## src/rtl/axis_decimator_mc.sv

```systemverilog
// Multi-channel AXI-Stream decimator: pick / boxcar-average / peak-hold over
// runtime groups of R = decimate_reg+1 beats, with registered output and tlast.
module axis_decimator_mc #(
  parameter int DATA_WIDTH  = 12,
  parameter int NUM_CH      = 2,
  parameter int RATIO_WIDTH = 16,
  parameter int FRAME_WIDTH = 16
) (
  input  logic                         clk,
  input  logic                         rst_n,
  input  logic                         enable,
  input  logic [1:0]                   mode,
  input  logic [RATIO_WIDTH-1:0]       decimate_reg,
  input  logic [4:0]                   shift_reg,
  input  logic [FRAME_WIDTH-1:0]       frame_len,
  input  logic [NUM_CH*DATA_WIDTH-1:0] in_data,
  input  logic                         in_data_valid,
  output logic                         in_data_ready,
  output logic [NUM_CH*DATA_WIDTH-1:0] out_data,
  output logic                         out_data_valid,
  input  logic                         out_data_ready,
  output logic                         out_data_last,
  output logic                         sat_flag
);

  localparam int ACC_W = DATA_WIDTH + RATIO_WIDTH;
  localparam logic signed [ACC_W-1:0] SAT_HI = {{(ACC_W-DATA_WIDTH+1){1'b0}}, {(DATA_WIDTH-1){1'b1}}};
  localparam logic signed [ACC_W-1:0] SAT_LO = {{(ACC_W-DATA_WIDTH+1){1'b1}}, {(DATA_WIDTH-1){1'b0}}};

  typedef enum logic [1:0] {IDLE, FIRST, ACC} state_t;
  typedef enum logic [1:0] {M_PICK, M_AVG, M_MAX, M_RSVD} mode_t;

  state_t                          state_q, state_d;
  mode_t                           mode_s, cur_mode;
  logic [4:0]                      shift_s, cur_shift;
  logic [RATIO_WIDTH-1:0]          ratio_s, cur_ratio, cnt_q, cnt_next;
  logic [NUM_CH-1:0][ACC_W-1:0]    acc_q, acc_upd;
  logic signed [ACC_W-1:0]         samp, cur, shifted;
  logic [NUM_CH*DATA_WIDTH-1:0]    res_bus;
  logic                            any_clip, stall, accept, complete, xfer, last_new;
  logic [FRAME_WIDTH-1:0]          frame_cnt, frame_adv, beat_idx, flen_s, flen_use;

  // Control: the first beat of a group uses the live settings, later beats the shadows.
  always_comb begin
    stall         = out_data_valid && !out_data_ready;
    xfer          = out_data_valid && out_data_ready;
    in_data_ready = enable && (state_q != IDLE) && !stall;
    accept        = in_data_valid && in_data_ready;
    cur_mode      = (state_q == FIRST) ? mode_t'(mode) : mode_s;
    cur_shift     = (state_q == FIRST) ? shift_reg : shift_s;
    cur_ratio     = (state_q == FIRST) ? decimate_reg : ratio_s;
    cnt_next      = (state_q == FIRST) ? '0 : cnt_q + RATIO_WIDTH'(1);
    complete      = accept && (cnt_next == cur_ratio);
    state_d       = state_q;
    case (state_q)
      IDLE:    if (enable) state_d = FIRST;
      FIRST:   if (accept && !complete) state_d = ACC;
      ACC:     if (complete) state_d = FIRST;
      default: state_d = IDLE;
    endcase
    if (!enable) state_d = IDLE;
  end

  // Per-channel accumulator update and result formatting for the completing beat.
  always_comb begin
    acc_upd  = acc_q;
    res_bus  = '0;
    any_clip = 1'b0;
    samp     = '0;
    cur      = '0;
    shifted  = '0;
    for (int unsigned c = 0; c < NUM_CH; c++) begin
      samp = {{RATIO_WIDTH{in_data[c*DATA_WIDTH+DATA_WIDTH-1]}}, in_data[c*DATA_WIDTH +: DATA_WIDTH]};
      cur  = acc_q[c];
      if (state_q == FIRST) begin
        acc_upd[c] = samp;
      end else begin
        case (cur_mode)
          M_AVG:   acc_upd[c] = cur + samp;
          M_MAX:   if (samp > cur) acc_upd[c] = samp;
          default: ;
        endcase
      end
      shifted = $signed(acc_upd[c]) >>> cur_shift;
      if (cur_mode == M_AVG) begin
        if (shifted > SAT_HI) begin
          res_bus[c*DATA_WIDTH +: DATA_WIDTH] = SAT_HI[DATA_WIDTH-1:0];
          any_clip = 1'b1;
        end else if (shifted < SAT_LO) begin
          res_bus[c*DATA_WIDTH +: DATA_WIDTH] = SAT_LO[DATA_WIDTH-1:0];
          any_clip = 1'b1;
        end else begin
          res_bus[c*DATA_WIDTH +: DATA_WIDTH] = shifted[DATA_WIDTH-1:0];
        end
      end else begin
        res_bus[c*DATA_WIDTH +: DATA_WIDTH] = acc_upd[c][DATA_WIDTH-1:0];
      end
    end
  end

  // The frame counter advances on transfer; a beat loaded in the same cycle as
  // the previous one leaves must see the already-advanced index.
  always_comb begin
    frame_adv = out_data_last ? '0 : frame_cnt + FRAME_WIDTH'(1);
    beat_idx  = xfer ? frame_adv : frame_cnt;
    flen_use  = (beat_idx == '0) ? frame_len : flen_s;
    last_new  = (beat_idx == flen_use);
  end

  always_ff @(posedge clk) begin
    if (!rst_n) begin
      state_q        <= IDLE;
      mode_s         <= M_PICK;
      shift_s        <= '0;
      ratio_s        <= '0;
      cnt_q          <= '0;
      acc_q          <= '0;
      frame_cnt      <= '0;
      flen_s         <= '0;
      out_data       <= '0;
      out_data_valid <= 1'b0;
      out_data_last  <= 1'b0;
      sat_flag       <= 1'b0;
    end else begin
      state_q <= state_d;
      if (accept && state_q == FIRST) begin
        mode_s  <= mode_t'(mode);
        shift_s <= shift_reg;
        ratio_s <= decimate_reg;
      end
      if (accept) begin
        cnt_q <= cnt_next;
        acc_q <= acc_upd;
      end
      if (xfer) frame_cnt <= frame_adv;
      if (complete) begin
        out_data       <= res_bus;
        out_data_valid <= 1'b1;
        out_data_last  <= last_new;
        if (beat_idx == '0) flen_s <= frame_len;
        if (cur_mode == M_AVG && any_clip) sat_flag <= 1'b1;
      end else if (xfer) begin
        out_data_valid <= 1'b0;
        out_data_last  <= 1'b0;
      end
    end
  end

endmodule
```

## config.mk

```make
export PLATFORM = sky130hd
export DESIGN_NAME = axis_decimator_mc
export DESIGN_NICKNAME = d
export VERILOG_FILES = /design/src/rtl/axis_decimator_mc.sv
export SDC_FILE = /design/constraint.sdc
export NUM_CORES = 1
export LEC_CHECK = 0
export CORE_UTILIZATION = 43
export DETAILED_ROUTE_END_ITERATION = 8
export DONT_BUFFER_PORTS = 1
export PLACE_DENSITY = 0.66
export SLEW_MARGIN = 25
export SYNTH_ARGS = -nofsm -noshare
export SYNTH_HDL_FRONTEND = slang
export SYNTH_SLANG_ARGS = --single-unit
```

## constraint.sdc

```tcl
create_clock -name clk -period 7.35 [get_ports clk]
set_input_delay 1.1025 -clock clk [delete_from_list [all_inputs] [get_ports clk]]
set_output_delay 1.1025 -clock clk [all_outputs]
set_load 0.02 [all_outputs]
```

# Yosys cells after proc, flatten, opt, wreduce, memory -nomap -nowiden
# Index checks and enable logic that the tools add are counted.
dict set report totals {
  ff_bits 156
  inputBits 68
  out_inout_bits 28
  word_cells 83
}
dict set report classes {
  n_addsub 4
  order_cmp 6
  eq_ne 8
  n_shift 2
  muxes 31
  n_reduce_logical 19
}
# op n
set ops {}
lappend ops {{2-to-1 mux 28 bit} 4}
lappend ops {{one-hot mux 28 bit (2 select lines)} 2}
lappend ops {{2-to-1 mux 16 bit} 5}
lappend ops {{2-to-1 mux 12 bit} 6}
lappend ops {{adder 28 x 12 -> 28 bit} 2}
lappend ops {{> comparator 12 x 28 -> 1 bit} 2}
lappend ops {{> comparator 28 x 12 -> 1 bit, second input constant} 2}
lappend ops {{< comparator 28 x 12 -> 1 bit, second input constant} 2}
lappend ops {{>>> shifter 28 x 5 -> 28 bit} 2}
lappend ops {{adder 16 x 1 -> 16 bit, second input constant} 2}
lappend ops {{equality test 16 bit} 2}
lappend ops {{zero test 16 bit} 1}
lappend ops {{logical AND 1 bit} 9}
lappend ops {{2-to-1 mux 1 bit} 9}
lappend ops {{2-to-1 mux 2 bit} 3}
lappend ops {{one-hot mux 2 bit (3 select lines)} 1}
lappend ops {{AND reduction 2 bit} 3}
lappend ops {{2-to-1 mux 5 bit} 1}
lappend ops {{equality test 2 x 1 -> 1 bit, second input constant} 2}
lappend ops {{equality test 2 bit, second input constant} 2}
lappend ops {{nonzero test 2 bit} 2}
lappend ops {{zero test 1 bit} 3}
lappend ops {{zero test 2 bit} 1}
lappend ops {{inequality test 2 x 1 -> 1 bit, second input constant} 1}
lappend ops {{inequality test 2 bit, second input constant} 1}

# Longest topological paths before layout
dict set report logic_depth {
  word_depth 15
  depth_mapped 29
  depth_no_buf 20
}

# Worst setup path after synthesis
# No wires, ideal clock.
dict set report synth_timing {
  kind {reg2reg}
  from {register state_q[0]}
  to {register out_data[14]}
  arrival_time_ps 6172
  path_slack_ps 1057
  path_stages_with_launch 26
  n_path_buf 10
  path_cell_list {dfxtp_1 > nor2b_1 > buf_1 > clkbuf_1 > clkbuf_1 > clkbuf_1 > clkbuf_1 > clkbuf_1 > mux2i_1 > inv_1 > ha_1 > clkbuf_1 > inv_1 > clkbuf_1 > clkbuf_1 > nor3_1 > a211oi_1 > o211ai_1 > a211oi_1 > a211oi_1 > o41ai_1 > nand4_1 > nor4_1 > a31oi_1 > clkbuf_1 > a221o_1}
}
dict set report synth_via {
  elab_chain_len 10
}
# item line_no
set synth_rtl {}
lappend synth_rtl {{start, declared} 33} ;# state_t state_q, state_d;
lappend synth_rtl {{start signal, assigned} 125} ;# state_q <= state_d;
lappend synth_rtl {{equality test 2 x 1 -> 1 bit} n/a}
lappend synth_rtl {{2-to-1 mux 2 bit} 49} ;# cur_mode = (state_q == FIRST) ? mode_t'(mode) : mode_s;
lappend synth_rtl {{equality test 2 bit or equality test 2 x 1 -> 1 bit (tied branches)} {78, 85}}
lappend synth_rtl {{one-hot mux 28 bit (2 select lines)} 78} ;# case (cur_mode)
lappend synth_rtl {{2-to-1 mux 28 bit} 75} ;# if (state_q == FIRST) begin
lappend synth_rtl {{>>> shifter 28 x 5 -> 28 bit} 84} ;# shifted = $signed(acc_upd[c]) >>> cur_shift;
lappend synth_rtl {{< comparator 28 x 12 -> 1 bit} 89} ;# end else if (shifted < SAT_LO) begin
lappend synth_rtl {{2-to-1 mux 12 bit} 89}
lappend synth_rtl {{2-to-1 mux 12 bit} 86} ;# if (shifted > SAT_HI) begin
lappend synth_rtl {{2-to-1 mux 12 bit} 85} ;# if (cur_mode == M_AVG) begin
lappend synth_rtl {{end signal, assigned} 137} ;# out_data <= res_bus;
lappend synth_rtl {{end, declared} 19} ;# output logic [NUM_CH*DATA_WIDTH-1:0] out_data,
# Several ways; a longest one is shown, not always the timed one.
# A chain may end at the register's enable or synchronous reset.

# Worst setup path in the final report
dict set report layout_timing {
  from {input in_data[11]}
  to {register out_data[6]}
}
dict set report layout_via {
  elab_chain_len 9
}
# item line_no
set layout_rtl {}
lappend layout_rtl {{start, declared} 16} ;# input logic [NUM_CH*DATA_WIDTH-1:0] in_data,
lappend layout_rtl {{> comparator 12 x 28 -> 1 bit} 80} ;# M_MAX: if (samp > cur) acc_upd[c] = samp;
lappend layout_rtl {{2-to-1 mux 28 bit} 80}
lappend layout_rtl {{one-hot mux 28 bit (2 select lines)} 78}
lappend layout_rtl {{2-to-1 mux 28 bit *} 75}
lappend layout_rtl {{>>> shifter 28 x 5 -> 28 bit} 84}
lappend layout_rtl {{< comparator 28 x 12 -> 1 bit} 89}
lappend layout_rtl {{2-to-1 mux 12 bit} 89}
lappend layout_rtl {{2-to-1 mux 12 bit} 86}
lappend layout_rtl {{2-to-1 mux 12 bit *} 85}
# Mark *: on every way between the ends. The rest lies on a longest branch, timed or not.

==> impl_metrics.env <==
export IMPL_drive_gt1_frac=0.0673
export IMPL_viasPerCell=6.77
export IMPL_yosys_cell_types_count=93
export IMPL_cts_buffers=17
export IMPL_period_share=0.916
export IMPL_multi_input_area_um2=14100
export IMPL_grt_pass1_wl_um=114000
export IMPL_power_density_cell_area_nw_per_um2=142
export IMPL_cp_arrival_ns=7.07
export IMPL_cts_htree_levels=4
export IMPL_reg2reg_slack_ns=0.67
export IMPL_routabilityCongestion=0.967
export IMPL_grt_max_degree=80
export IMPL_synth_flop_cell="dfxtp_1"
export IMPL_die_width_um=208
export IMPL_hold_buffers=0
export IMPL_cts_tree="built"
export IMPL_setup_viol=0
export IMPL_drt_iter0_drc=2610
export IMPL_drc_errors=0
export IMPL_relSlewSlack=0.345
export IMPL_cp_start_kind="input pin"
export IMPL_yosysWarningCount=0
export IMPL_root_buffer="clkbuf_16"
export IMPL_cp_end_kind="flip-flop"
export IMPL_hold_path_end="mode_s[0]"
export IMPL_core_um2=41900
export IMPL_hold_violations=0
export IMPL_hold_depth=2
export IMPL_wirelength_um=74100
export IMPL_postCtsSetupRepairBufs=0
export IMPL_worst_setup_path_type="in2reg"
export IMPL_holdWs_ns=0.462
export IMPL_fillCellCount=4264
export IMPL_grt_pass1_vias=19100
export IMPL_grt_overflow_total=0
export IMPL_cp_max_fo=37
export IMPL_cts_max_path_buffers=2
export IMPL_crit_start="in_data[11]"
export IMPL_synth_edf_count=0
export IMPL_fin_worst_skew_ns=0.0231
export IMPL_drtPass1Iterations=6
export IMPL_slew_viol_final=0
export IMPL_die_h_um=208
export IMPL_layout_common_cells="312 x nand2_1, 300 x nor2_1, 237 x a21oi_1"
export IMPL_ant_nets=0
export IMPL_cp_data_required_time_ns=7.69
export IMPL_antenna_found_initial=1
export IMPL_clk_pin_slew_ns=0.07
export IMPL_io_buffers=0
export IMPL_period_minus_slack_ns=6.73
export IMPL_io_pins=96
export IMPL_synth_fp_nets=2856
export IMPL_status="complete, no violations"
export IMPL_wl_per_cell_um=23.8
export IMPL_dieArea_um2=43300
export IMPL_nNetsFinal=2744
export IMPL_cap_violations=0
export IMPL_hp_class="reg2reg"
export IMPL_ys_seq_area_frac=0.171
export IMPL_area_growth_syn_to_layout_pct=6.07
export IMPL_syn_area_per_cell_um2=6.84
export IMPL_rsz0062_at_grt="false"
export IMPL_r2r_end="out_data[6]"
export IMPL_regArea_um2=3120
export IMPL_hp_start="mode_s[0]"
export IMPL_start_util=0.436
export IMPL_leakagePower_nw=7.09
export IMPL_worstRegToRegCells=17
export IMPL_setup_tns_ns=0
export IMPL_ctsResizeCount=0
export IMPL_postSynth_asyncResetShare=0
export IMPL_clock_latency_ns=0.46
export IMPL_grt_use_total=0.330
export IMPL_via_count=21100
export IMPL_antenna_cells=0
export IMPL_fmax_mhz=149
export IMPL_r2r_start="acc_q[17]"
export IMPL_cts_sinks=156
export IMPL_syn_cell_area_um2=18300
export IMPL_hpwl_um=55100
export IMPL_ys_seq_elements=156
export IMPL_num_rows=75
export IMPL_ir_worst_vdd_uv=146
export IMPL_tightest_slew_ns=0.981
export IMPL_final_common_cell="nand2_1"
export IMPL_synthCells=2672
## report_power, final
part | internal, W | switching, W | total, W
registers | 0.000854 | 0.0000120 | 0.000866
clock network | 0.000553 | 0.000430 | 0.000983
logic | 0.000291 | 0.000608 | 0.000899
## metrics by stage
stage / total power (W) / utilization / area (µm²) / setup WS, ns / std cells
after global placement: 0.00175 / 0.447 / 18800 / 0.543 / 3080
after detailed placement: 0.00175 / 0.447 / 18800 / 0.557 / 3080
final: 0.00275 / 0.462 / 19400 / 0.619 / 3111
after CTS: 0.00272 / 0.462 / 19400 / 1.01 / 3111
after floorplan: 0.00149 / - / 18300 / 1.06 / 2672
after global routing: 0.00284 / 0.462 / 19400 / 0.542 / 3111
## metal layers
metal / track usage / wire, µm / vias to the layer above
li1: - / - / 9712
met1: 0.457 / 31800 / 9925
met2: 0.506 / 32100 / 1270
met3: 0.0657 / 7810 / 163
met4: 0.120 / 2320 / 2
met5: 0 / 14 / -
## critical path: stages
cell and delay [ns]:
ha_1 0.53, nand4_1 0.22, nor4_1 0.59, o311ai_1 0.29, a21boi_0 0.70, nor2_1 0.20, o311ai_1 0.82, nand2_1 0.32
o221a_2 0.38, o21ai_1 0.29, nand4bb_1 0.16, or4b_4 0.59, o31ai_4 0.35, buf_4 0.21, o21ai_1 0.07, a32o_1 0.25
## worst max path at each step
stage / depth (start not counted) / to
2_1_floorplan: 25 / out_data[14]
3_3_place_gp: 17 / out_data[6]
3_5_place_dp: 16 / out_data[6]
4_1_cts: 16 / out_data[6]
5_1_grt: 15 / out_data[14]
6_report: 16 / out_data[6]
## cell type report
type	instances	area share
repair buffers	60	0.0239
clock buffers	18	0.0226
flip-flops and latches	156	0.161
inverters	102	0.0199
clock inverters	13	0.00916
multi-input cells	2223	0.729
well taps	539	0.0348
## state kept, by name (all words and copies together) (netlist names)
signal,cells
sat_flag,1
ratio_s,16
shift_s,5
cnt_q,16
acc_q,28
flen_s,16
frame_cnt,16
out_data_valid,1
out_data,24
mode_s,2
state_q,2
out_data_last,1
cur,28
## cells in the mapped netlist (21+ instances only)
master | count | share of area
o21ai_0 | 152 | 0.042
nor2b_1 | 32 | 0.011
inv_1 | 100 | 0.021
xnor2_1 | 42 | 0.020
o21ai_1 | 24 | 0.0066
clkbuf_1 | 158 | 0.032
dfxtp_1 | 156 | 0.17
nand2b_1 | 29 | 0.0099
o211ai_1 | 45 | 0.018
o31ai_1 | 39 | 0.016
buf_1 | 21 | 0.0043
a31oi_1 | 32 | 0.011
a21oi_1 | 238 | 0.065
ha_1 | 114 | 0.078
a211oi_1 | 70 | 0.029
nor3_1 | 93 | 0.025
nand3_1 | 66 | 0.018
nor4_1 | 38 | 0.013
o21a_1 | 27 | 0.011
nand4_1 | 34 | 0.012
a22oi_1 | 23 | 0.0094
and3_1 | 25 | 0.0086
nor2_1 | 302 | 0.062
xor2_1 | 28 | 0.013
a221oi_1 | 23 | 0.011
nand2_1 | 314 | 0.064
mux2i_1 | 72 | 0.039
## kinds of logic after synthesis
kind of cell    synth area share
compound gates             0.345
xor+xnor                  0.0335
fa+ha+maj                 0.0802
buf+inv                   0.0617
flops                      0.171
mux                       0.0511
simple gates               0.258
Power figures use the tool's default switching activity.
